==> config.mk <==
export PLATFORM = sky130hd
export DESIGN_NAME = bound_flash_monitor_flat
export DESIGN_NICKNAME = d
export VERILOG_FILES = /design/src/rtl/bound_flash_pkg.sv /design/src/rtl/bound_flash_monitor_if.sv /design/src/rtl/bound_flash_monitor_therm_decode.sv /design/src/rtl/bound_flash_monitor.sv /design/src/flat_wrapper.sv
export SDC_FILE = /design/constraint.sdc
export NUM_CORES = 1
export LEC_CHECK = 0
export CORE_MARGIN = 4
export CORE_UTILIZATION = 54
export DETAILED_ROUTE_END_ITERATION = 12
export GPL_TIMING_DRIVEN = 0
export PLACE_DENSITY = 0.88
export SYNTH_ARGS = -nofsm -noshare
export SYNTH_HDL_FRONTEND = slang
export SYNTH_SLANG_ARGS = --single-unit
export TNS_END_PERCENT = 30
==> constraint.sdc <==
create_clock -name clk -period 7.45 [get_ports clk]
set_input_delay 0.745 -clock clk [delete_from_list [all_inputs] [get_ports clk]]
set_output_delay 0.745 -clock clk [all_outputs]
set_load 0.1 [all_outputs]
==> src/rtl/bound_flash_pkg.sv <==
// Shared encodings for the bound_flash lamp bus and its monitor.
// Phase and error-code values are visible on status ports.
package bound_flash_pkg;

  localparam int N_LAMP_DEF = 16;

  typedef enum logic [1:0] {
    IDLE = 2'd0,
    RISE = 2'd1,
    FALL = 2'd2,
    ERR  = 2'd3
  } phase_e;

  typedef enum logic [1:0] {
    NONE      = 2'd0,
    NOT_THERM = 2'd1,
    JUMP      = 2'd2
  } err_code_e;

endpackage

==> src/rtl/bound_flash_monitor_if.sv <==
// Lamp bus as seen between bound_flash and its monitor.
// The producer drives a sample plus a qualifying valid.
interface bound_flash_monitor_if #(
  parameter int N_LAMP = 16
);

  logic [N_LAMP-1:0] lamp;
  logic              lamp_valid;

  modport master (
    output lamp,
    output lamp_valid
  );

  modport slave (
    input lamp,
    input lamp_valid
  );

endinterface

==> src/rtl/bound_flash_monitor_therm_decode.sv <==
// Combinational thermometer decoder: legal iff lamp == 2^n-1.
// n is the lit-lamp count, valid only when legal is set.
module therm_decode #(
  parameter int N_LAMP = 16,
  parameter int LVL_W  = $clog2(N_LAMP + 1)
) (
  input  logic [N_LAMP-1:0] lamp,
  output logic              legal,
  output logic [LVL_W-1:0]  n
);

  logic [N_LAMP:0] ext;
  logic [N_LAMP:0] inc;

  // 2^n-1 plus one has no bit in common with itself
  always_comb begin
    ext   = {1'b0, lamp};
    inc   = ext + (N_LAMP + 1)'(1);
    legal = ((ext & inc) == '0);
  end

  always_comb begin
    n = '0;
    for (int i = 0; i < N_LAMP; i++) begin
      n = n + LVL_W'(lamp[i]);
    end
  end

endmodule

==> src/rtl/bound_flash_monitor.sv <==
// Receiving-end checker for the bound_flash lamp bus: tracks level,
// reversals and full cycles, and flags thermometer protocol errors.
module bound_flash_monitor
  import bound_flash_pkg::*;
#(
  parameter int N_LAMP = N_LAMP_DEF,
  parameter int CNT_W  = 8,
  parameter int LVL_W  = $clog2(N_LAMP + 1)
) (
  input  logic                  clk,
  input  logic                  rst,
  bound_flash_monitor_if.slave  bus,
  output logic [1:0]            phase,
  output logic [LVL_W-1:0]      level,
  output logic [LVL_W-1:0]      last_peak,
  output logic [LVL_W-1:0]      last_trough,
  output logic                  turn,
  output logic                  cycle_done,
  output logic [CNT_W-1:0]      cycle_count,
  output logic                  err,
  output logic [1:0]            err_code
);

  localparam logic [LVL_W:0] NMAX = (LVL_W + 1)'(N_LAMP);

  phase_e          phase_q, phase_d;
  err_code_e       code_q, code_d;
  logic [LVL_W-1:0] level_q, level_d;
  logic [LVL_W-1:0] peak_q, peak_d;
  logic [LVL_W-1:0] trough_q, trough_d;
  logic [LVL_W-1:0] max_q, max_d;
  logic [CNT_W-1:0] cnt_q, cnt_d;
  logic            turn_q, turn_d;
  logic            done_q, done_d;
  logic            err_q, err_d;

  logic             legal;
  logic [LVL_W-1:0] n;

  therm_decode #(
    .N_LAMP (N_LAMP),
    .LVL_W  (LVL_W)
  ) u_dec (
    .lamp  (bus.lamp),
    .legal (legal),
    .n     (n)
  );

  logic [LVL_W:0] nx;
  logic [LVL_W:0] px;
  logic           up;
  logic           dn;
  logic           same;

  // Widened compares keep p-1 / p+1 free of wraparound
  always_comb begin
    nx   = {1'b0, n};
    px   = {1'b0, level_q};
    up   = (nx == px + 1'b1) && (px != NMAX);
    dn   = (nx + 1'b1 == px);
    same = (nx == px);
  end

  always_comb begin
    phase_d  = phase_q;
    code_d   = code_q;
    level_d  = level_q;
    peak_d   = peak_q;
    trough_d = trough_q;
    max_d    = max_q;
    cnt_d    = cnt_q;
    turn_d   = 1'b0;
    done_d   = 1'b0;
    err_d    = 1'b0;

    if (bus.lamp_valid) begin
      if (!legal) begin
        err_d   = 1'b1;
        code_d  = NOT_THERM;
        phase_d = ERR;
        max_d   = '0;
      end else begin
        unique case (phase_q)
          IDLE: begin
            if (n == '0) begin
              phase_d = IDLE;
            end else if (nx == 1) begin
              phase_d = RISE;
              level_d = n;
              max_d   = n;
            end else begin
              err_d   = 1'b1;
              code_d  = JUMP;
              phase_d = ERR;
              max_d   = '0;
            end
          end
          RISE: begin
            if (up) begin
              level_d = n;
              if (n > max_q) max_d = n;
            end else if (same) begin
              phase_d = RISE;
            end else if (dn) begin
              phase_d = FALL;
              peak_d  = level_q;
              turn_d  = 1'b1;
              level_d = n;
            end else begin
              err_d   = 1'b1;
              code_d  = JUMP;
              phase_d = ERR;
              max_d   = '0;
            end
          end
          FALL: begin
            if (dn) begin
              level_d = n;
              if (n == '0) begin
                phase_d = IDLE;
                max_d   = '0;
                if ({1'b0, max_q} == NMAX) begin
                  done_d = 1'b1;
                  if (cnt_q != '1) cnt_d = cnt_q + 1'b1;
                end
              end
            end else if (same) begin
              phase_d = FALL;
            end else if (up) begin
              phase_d  = RISE;
              trough_d = level_q;
              turn_d   = 1'b1;
              level_d  = n;
              if (n > max_q) max_d = n;
            end else begin
              err_d   = 1'b1;
              code_d  = JUMP;
              phase_d = ERR;
              max_d   = '0;
            end
          end
          ERR: begin
            // Only an all-off sample recovers; other legal samples are ignored
            if (n == '0) begin
              phase_d = IDLE;
              level_d = '0;
              max_d   = '0;
            end
          end
          default: phase_d = ERR;
        endcase
      end
    end
  end

  always_ff @(posedge clk) begin
    if (rst) begin
      phase_q  <= IDLE;
      code_q   <= NONE;
      level_q  <= '0;
      peak_q   <= '0;
      trough_q <= '0;
      max_q    <= '0;
      cnt_q    <= '0;
      turn_q   <= 1'b0;
      done_q   <= 1'b0;
      err_q    <= 1'b0;
    end else begin
      phase_q  <= phase_d;
      code_q   <= code_d;
      level_q  <= level_d;
      peak_q   <= peak_d;
      trough_q <= trough_d;
      max_q    <= max_d;
      cnt_q    <= cnt_d;
      turn_q   <= turn_d;
      done_q   <= done_d;
      err_q    <= err_d;
    end
  end

  assign phase       = phase_q;
  assign level       = level_q;
  assign last_peak   = peak_q;
  assign last_trough = trough_q;
  assign turn        = turn_q;
  assign cycle_done  = done_q;
  assign cycle_count = cnt_q;
  assign err         = err_q;
  assign err_code    = code_q;

endmodule

==> src/flat_wrapper.sv <==
// flat-port wrapper written by rule: the top's interface ports become plain ports
module bound_flash_monitor_flat import bound_flash_pkg::*;
#(
  parameter int N_LAMP = N_LAMP_DEF,
  parameter int CNT_W  = 8,
  parameter int LVL_W  = $clog2(N_LAMP + 1)
)
  (clk, rst, phase, level, last_peak, last_trough, turn, cycle_done, cycle_count, err, err_code, bus_lamp, bus_lamp_valid);
  bound_flash_monitor_if #(.N_LAMP(N_LAMP)) bus_i ();
  input  logic clk;
  input  logic rst;
  output logic [1:0] phase;
  output logic [LVL_W-1:0] level;
  output logic [LVL_W-1:0] last_peak;
  output logic [LVL_W-1:0] last_trough;
  output logic turn;
  output logic cycle_done;
  output logic [CNT_W-1:0] cycle_count;
  output logic err;
  output logic [1:0] err_code;
  input wire logic [$bits(bus_i.lamp)-1:0] bus_lamp;
  input wire logic [$bits(bus_i.lamp_valid)-1:0] bus_lamp_valid;
  assign bus_i.lamp = bus_lamp;
  assign bus_i.lamp_valid = bus_lamp_valid;
  bound_flash_monitor #(.N_LAMP(N_LAMP), .CNT_W(CNT_W), .LVL_W(LVL_W)) u_core (.clk(clk), .rst(rst), .bus(bus_i), .phase(phase), .level(level), .last_peak(last_peak), .last_trough(last_trough), .turn(turn), .cycle_done(cycle_done), .cycle_count(cycle_count), .err(err), .err_code(err_code));
endmodule
==> results_dict.tcl, run 1 <==
set metrics [dict create \
    insertion_delay_ns 0.29 \
    numPortBuffers 48 \
    clockBufferDepth 2 \
    crit_slowest_cell "fa_1" \
    rsz0062_at_grt "no" \
    slew_headroom_pct 34.4 \
    path_cells "clkdlybuf4s50_1, inv_1, fa_1, fa_1, fa_1, fa_1, inv_1, ha_1, fa_1, ha_1, xnor2_1, and2_1, or4b_4, a221oi_2, nand4b_1, a311o_2, buf_6, or3_1, a21oi_1" \
    insertedDiodeCount 0 \
    ctsResizeCount 0 \
    ir_drop_mv 0.174 \
    layout.nets 457 \
    fmax_ghz 0.147 \
    worstMarginPinSlew_ns 0.982 \
    grt_antenna_before_repair 0 \
    status "finished clean" \
    utilization_pct 69.0 \
    routedWlPerCell_um 14.7 \
    crit_path_start_kind "input port" \
    synth_top_area_share_pct 24.1 \
    core_area_mm2 0.00517 \
    vias 2698 \
    crit_path_max_fanout 10 \
    die_h_um 81.3 \
    path_class "in2reg" \
    hold_path_class "reg2reg" \
    yosysMostFrequentCell "inv_1" \
    finalSetupTns_ns 0 \
    grt_max_degree 13 \
    grt_overflow 0 \
    setup-violations-final 0 \
    pin_count 49 \
    reg2reg_slack_ns 4.29 \
    r2r_start "u_core.level[4]" \
    drive_gt1_share_pct 7.13 \
    drt_iter0_markers 205 \
    cp.arrival_ns 7.05 \
    cpMostUsedCell "fa_1" \
    ys_top_cells_by_area "dfxtp_1 (24%), ha_1 (9.5%), fa_1 (6.9%)" \
    syn_area_mm2 0.00290 \
    fillCellCount 412 \
    holdWs_ns 0.489 \
    first_pass_iters 5 \
    crit_family "adder cells" \
    power.leakage_nw 1.49 \
    path_buf_inv 4 \
    seq_area_frac_synth_pct 24.1 \
    syn_nets 402 \
    cap_viol_max_count 0 \
    synth_ff_type "dfxtp_1" \
    track_usage_pct 22.7 \
    rr_worst_depth 9 \
    root_buffer "clkbuf_8" \
    final.setup_skew_ns 0.00712 \
    p_per_area_mw_per_mm2 307 \
    cts_made_buffers 5 \
    hold_end "u_core.max_q[4]" \
    yosysWarnings 0 \
    drc 0 \
    synth_edf_count 0 \
    min_period_ns 6.82 \
    ctsHoldBuffers 0 \
    hold_violations 0 \
    grt_pass1_vias 2665 \
    cts_tree "built" \
    globalplace.congestion 0.892 \
    clk_pin_slew_worst_paths_ns 0.08 \
    synth_cell_type_count 68 \
    synth_top_area_cell "dfxtp_1" \
    die-area_mm2 0.00662 \
    fin_crit_sh_pct 91.6 \
    cts_setup_buffers 0 \
    initial_core_util_pct 56.1 \
    placementRows 26 \
    ys_ff_latch 35 \
    rr_endpoint "u_core.cycle_count[5]" \
    hold_path.startpoint "u_core.max_q[4]" \
    clkSinkCount 35 \
    die_x_um 81.3 \
    critPathCaptureType "flop" \
    ant_nets 0 \
    cp_data_required_time_ns 7.68 \
    htreeDepth 2 \
    routed_wl_mm 7.00 \
    area_growth_pct 23.0 \
    syn_area_per_cell_um2 8.27 \
    hpwlAfterDp_mm 5.38 \
    hold_depth 1 \
    slew_viol_final 0 \
    synth_cells 351 \
    async_flop_share_pct 0 \
    slowest_delay_ns 0.68 \
    grt_pass1_wl_mm 12.0 \
    viasPerCell 5.66 \
    synth_common_cells "inv_1 (41), nor2_1 (39), dfxtp_1 (35), ha_1 (22), a21oi_1 (19)" \
]
## worst register-to-register path, delay by kind of cell (launching register included)
| kind | cells | cell delay, ns |
|---|---|---|
| AO/OA/AOI/OAI | 5 | 1.81 |
| AND/OR/NAND/NOR | 3 | 0.72 |
| flip-flops | 1 | 0.41 |
| buffers and inverters | 1 | 0.16 |
## metrics by stage
| stage | instances | power, mW | area (um2) | worst slack (ns) |
|---|---|---|---|---|
| floorplan | 351 | 0.791 | 2900 | 1.44 |
| global placement | 469 | 0.907 | 3470 | 0.498 |
| detailed placement | 469 | 0.933 | 3470 | 0.351 |
| CTS | 477 | 1.09 | 3570 | 0.639 |
| global route | 477 | 1.19 | 3570 | 0.362 |
| finish | 477 | 1.09 | 3570 | 0.627 |
## how the worst max path moves through the flow
stage                      from                    end  cells past startpoint  slack (ns)
global placement    bus_lamp[0]  u_core.cycle_count[5]                     19        0.50
floorplan           bus_lamp[0]  u_core.cycle_count[5]                     18        1.44
finish              bus_lamp[0]  u_core.cycle_count[5]                     19        0.63
detailed placement  bus_lamp[0]  u_core.cycle_count[5]                     19        0.35
CTS                 bus_lamp[0]  u_core.cycle_count[5]                     19        0.64
global route        bus_lamp[0]        u_core.level[1]                     19        0.36
## report_power, final
part / switching, mW / internal, mW / total [mW] / leakage, nW
clock: 0.0770 / 0.0755 / 0.153 / 0.0474
combinational: 0.447 / 0.305 / 0.751 / 1.16
sequential: 0.00198 / 0.189 / 0.191 / 0.283
total: 0.526 / 0.569 / 1.09 / 1.49
## registers in the layout (all words and copies together) (netlist names)
name and count:
u_core.cycle_count 8, u_core.last_peak 5, u_core.last_trough 5, u_core.level 5
u_core.max_q 5, u_core.err_code 2, u_core.phase 2, u_core.cycle_done 1
u_core.err 1, u_core.turn 1
## kinds of logic (layout without fill, tap and decap cells)
logic type               Yosys count  count (layout)  share of synthesized area, %
AND/OR/NAND/NOR                  121             121                          22.6
XOR/XNOR                          11              11                          3.96
adder cells (fa/ha/maj)           32              32                          16.4
AO/OA/AOI/OAI                     77              77                          18.1
flip-flops                        35              35                          24.1
multiplexers                      17              17                          5.86
buffers and inverters             58             114                          8.92
## area by class of cell
cell class	instances	area [um2]	share of cell area (%)
clock inverter	2	16.3	0.456
tap	70	87.6	2.45
sequential	35	701	19.6
clock buffer	6	82.6	2.31
timing repair buffer	48	480	13.5
buffer	15	97.6	2.73
inverter	43	161	4.52
multi-input combinational	258	1940	54.4
## routing by layer
layer  GRT usage [%]  wire length (um)  share of wire [%]
met4            7.43               102                1.5
met1            29.6              3140                 45
met5               0                 0                  0
met3            4.10               395                5.6
met2            37.8              3360                 48
## layout by cell type (no fill, tap or decap), types with 2 or more instances in the layout
cell type,instances
fa_1,10
dfxtp_1,35
mux2i_1,17
o21ai_0,17
a211oi_1,2
o22a_1,2
and3_1,5
xnor2_1,5
o211ai_1,4
xor2_1,5
a22o_1,5
nor2_1,39
a21oi_1,19
buf_6,3
buf_2,2
nand3b_1,3
inv_2,2
a21o_1,2
clkbuf_8,7
o22ai_1,2
clkdlybuf4s50_1,48
a31oi_1,2
nand4_1,3
and2_1,4
clkbuf_1,8
nor3_1,7
nor2b_1,7
nand2_1,12
inv_1,41
or3_1,9
o21ai_1,2
ha_1,22
nand3_1,14
or4b_4,2
nor3b_1,4
Note: power is estimated with default switching activity, not from simulation.
==> run 2: changes to the inputs <==
--- a/config.mk
+++ b/config.mk
@@ -9,7 +9,7 @@
 export CORE_UTILIZATION = 54
 export DETAILED_ROUTE_END_ITERATION = 12
 export GPL_TIMING_DRIVEN = 0
-export PLACE_DENSITY = 0.88
+export PLACE_DENSITY_LB_ADDON = 0.3
 export SYNTH_ARGS = -nofsm -noshare
 export SYNTH_HDL_FRONTEND = slang
 export SYNTH_SLANG_ARGS = --single-unit
==> results_dict.tcl, run 2 (synthesis results as in run 1) <==
set metrics [dict create \
    status "finished clean" \
    wl_met1_mm 3.27 \
    cts_made_buffers 5 \
    wl_met3_um 379 \
    drt_iter0_markers 208 \
    crit_path_start_kind "input port" \
    rr_endpoint "u_core.cycle_count[5]" \
    grt_pass1_vias 2612 \
    fillCellCount 406 \
    area_growth_pct 22.5 \
    vias 2644 \
    fmax_ghz 0.148 \
    path_class "in2reg" \
    first_pass_iters 5 \
    initial_core_util_pct 56.1 \
    route.top_layer_used "met4" \
    grt_antenna_before_repair 0 \
    insertedDiodeCount 0 \
    grt_overflow 0 \
    crit_path_max_fanout 10 \
    slew_headroom_pct 34.1 \
    slew_viol_final 0 \
    numPortBuffers 48 \
    die_h_um 81.3 \
    ctsHoldBuffers 0 \
    clockBufferDepth 2 \
    p_total_mw 1.08 \
    die-area_mm2 0.00662 \
    ctsResizeCount 0 \
    pin_count 49 \
    drive_gt1_share_pct 6.88 \
    critPathCaptureType "flop" \
    power.leakage_nw 1.49 \
    hold_path.startpoint "u_core.max_q[4]" \
    final.setup_skew_ns 0.00356 \
    p_per_area_mw_per_mm2 303 \
    routedWlPerCell_um 14.3 \
    setup-violations-final 0 \
    routed_wl_mm 6.83 \
    reg2reg_slack_ns 4.17 \
    worstMarginPinSlew_ns 0.985 \
    multiInputGateArea_mm2 0.00194 \
    drc 0 \
    layout.nets 457 \
    cap_viol_max_count 0 \
    viasPerCell 5.54 \
    finalSetupTns_ns 0 \
    cp.arrival_ns 6.99 \
    root_buffer "clkbuf_8" \
    globalplace.congestion 0.880 \
    largest_reg_flops 8 \
    core_area_mm2 0.00517 \
    rr_worst_depth 9 \
    min_period_ns 6.76 \
    htreeDepth 2 \
    cts_setup_buffers 0 \
    layout_commonest_cell "clkdlybuf4s50_1" \
    ir_drop_mv 0.168 \
    placementRows 26 \
    die_x_um 81.3 \
    hold_end "u_core.max_q[4]" \
    seq_area_um2 701 \
    clkSinkCount 35 \
    cp_data_required_time_ns 7.68 \
    clk_pin_slew_worst_paths_ns 0.07 \
    rsz0062_at_grt "no" \
    met2_length_mm 3.04 \
    final_cell_mix "clkdlybuf4s50_1 (48), inv_1 (41), nor2_1 (39)" \
    fin_crit_sh_pct 90.8 \
    ant_nets 0 \
    grt_pass1_wl_mm 11.8 \
    grt_max_degree 12 \
    r2r_start "u_core.level[4]" \
    cts_tree "built" \
    hold_depth 1 \
    insertion_delay_ns 0.29 \
    hpwlAfterDp_mm 5.30 \
    utilization_pct 68.8 \
    hold_violations 0 \
    hold_path_class "reg2reg" \
    track_usage_pct 22.8 \
]
## run 2: changes by cell type in the layout (fill, tap and decap cells not counted)
cell,before,now
clkbuf_1,8,9
clkbuf_8,7,6
clkinv_2,0,1
clkinv_4,1,0
## run 2: area by class of cell
class	instances	share of cell area (%)
multi-input combinational	258	54.7
tap	70	2.46
buffer	15	2.74
inverter	43	4.54
clock buffer	6	2.04
sequential	35	19.7
clock inverter	2	0.352
timing repair buffer	48	13.5
## run 2: worst max path at each step
stage                           start               endpoint  slack [ns]  depth (start not counted)
after floorplan           bus_lamp[0]  u_core.cycle_count[5]        1.44                         18
after global placement    bus_lamp[0]  u_core.cycle_count[5]        0.47                         19
after detailed placement  bus_lamp[0]  u_core.cycle_count[5]        0.43                         18
after CTS                 bus_lamp[0]  u_core.cycle_count[5]        0.72                         18
after global routing      bus_lamp[0]        u_core.level[1]        0.43                         18
final                     bus_lamp[0]  u_core.cycle_count[5]        0.69                         18
## run 2: critical path, cell delays in order
cell and delay [ns]:
clkdlybuf4s50_1 0.54, inv_1 0.10, fa_1 0.57, fa_1 0.45, fa_1 0.48, fa_1 0.50, inv_1 0.05, ha_1 0.22
fa_1 0.52, a21o_1 0.24, a221oi_1 0.61, o311ai_1 0.31, a221oi_2 0.41, nand4b_1 0.22, a311o_2 0.40, buf_6 0.15
or3_1 0.34, a21oi_1 0.14
## run 2: metal layers
metal / track usage [%] / vias to the layer above
met5: 0 / -
met4: 9.29 / 0
met3: 4.99 / 16
met2: 35.6 / 93
met1: 30.4 / 1190
li1: - / 1345
## run 2: power breakdown
group	switching, mW	internal [mW]
registers	0.00189	0.189
clock network	0.0704	0.0653
logic	0.447	0.304
## run 2: through the flow
stage               area [um2]  hold WS (ns)  setup slack (ns)  instances
detailed placement        3470         0.466             0.427        469
global placement          3470         0.465             0.466        469
global route              3560         0.506             0.429        477
floorplan                 2900         0.449              1.44        351
finish                    3560         0.486             0.687        477
CTS                       3560         0.487             0.722        477
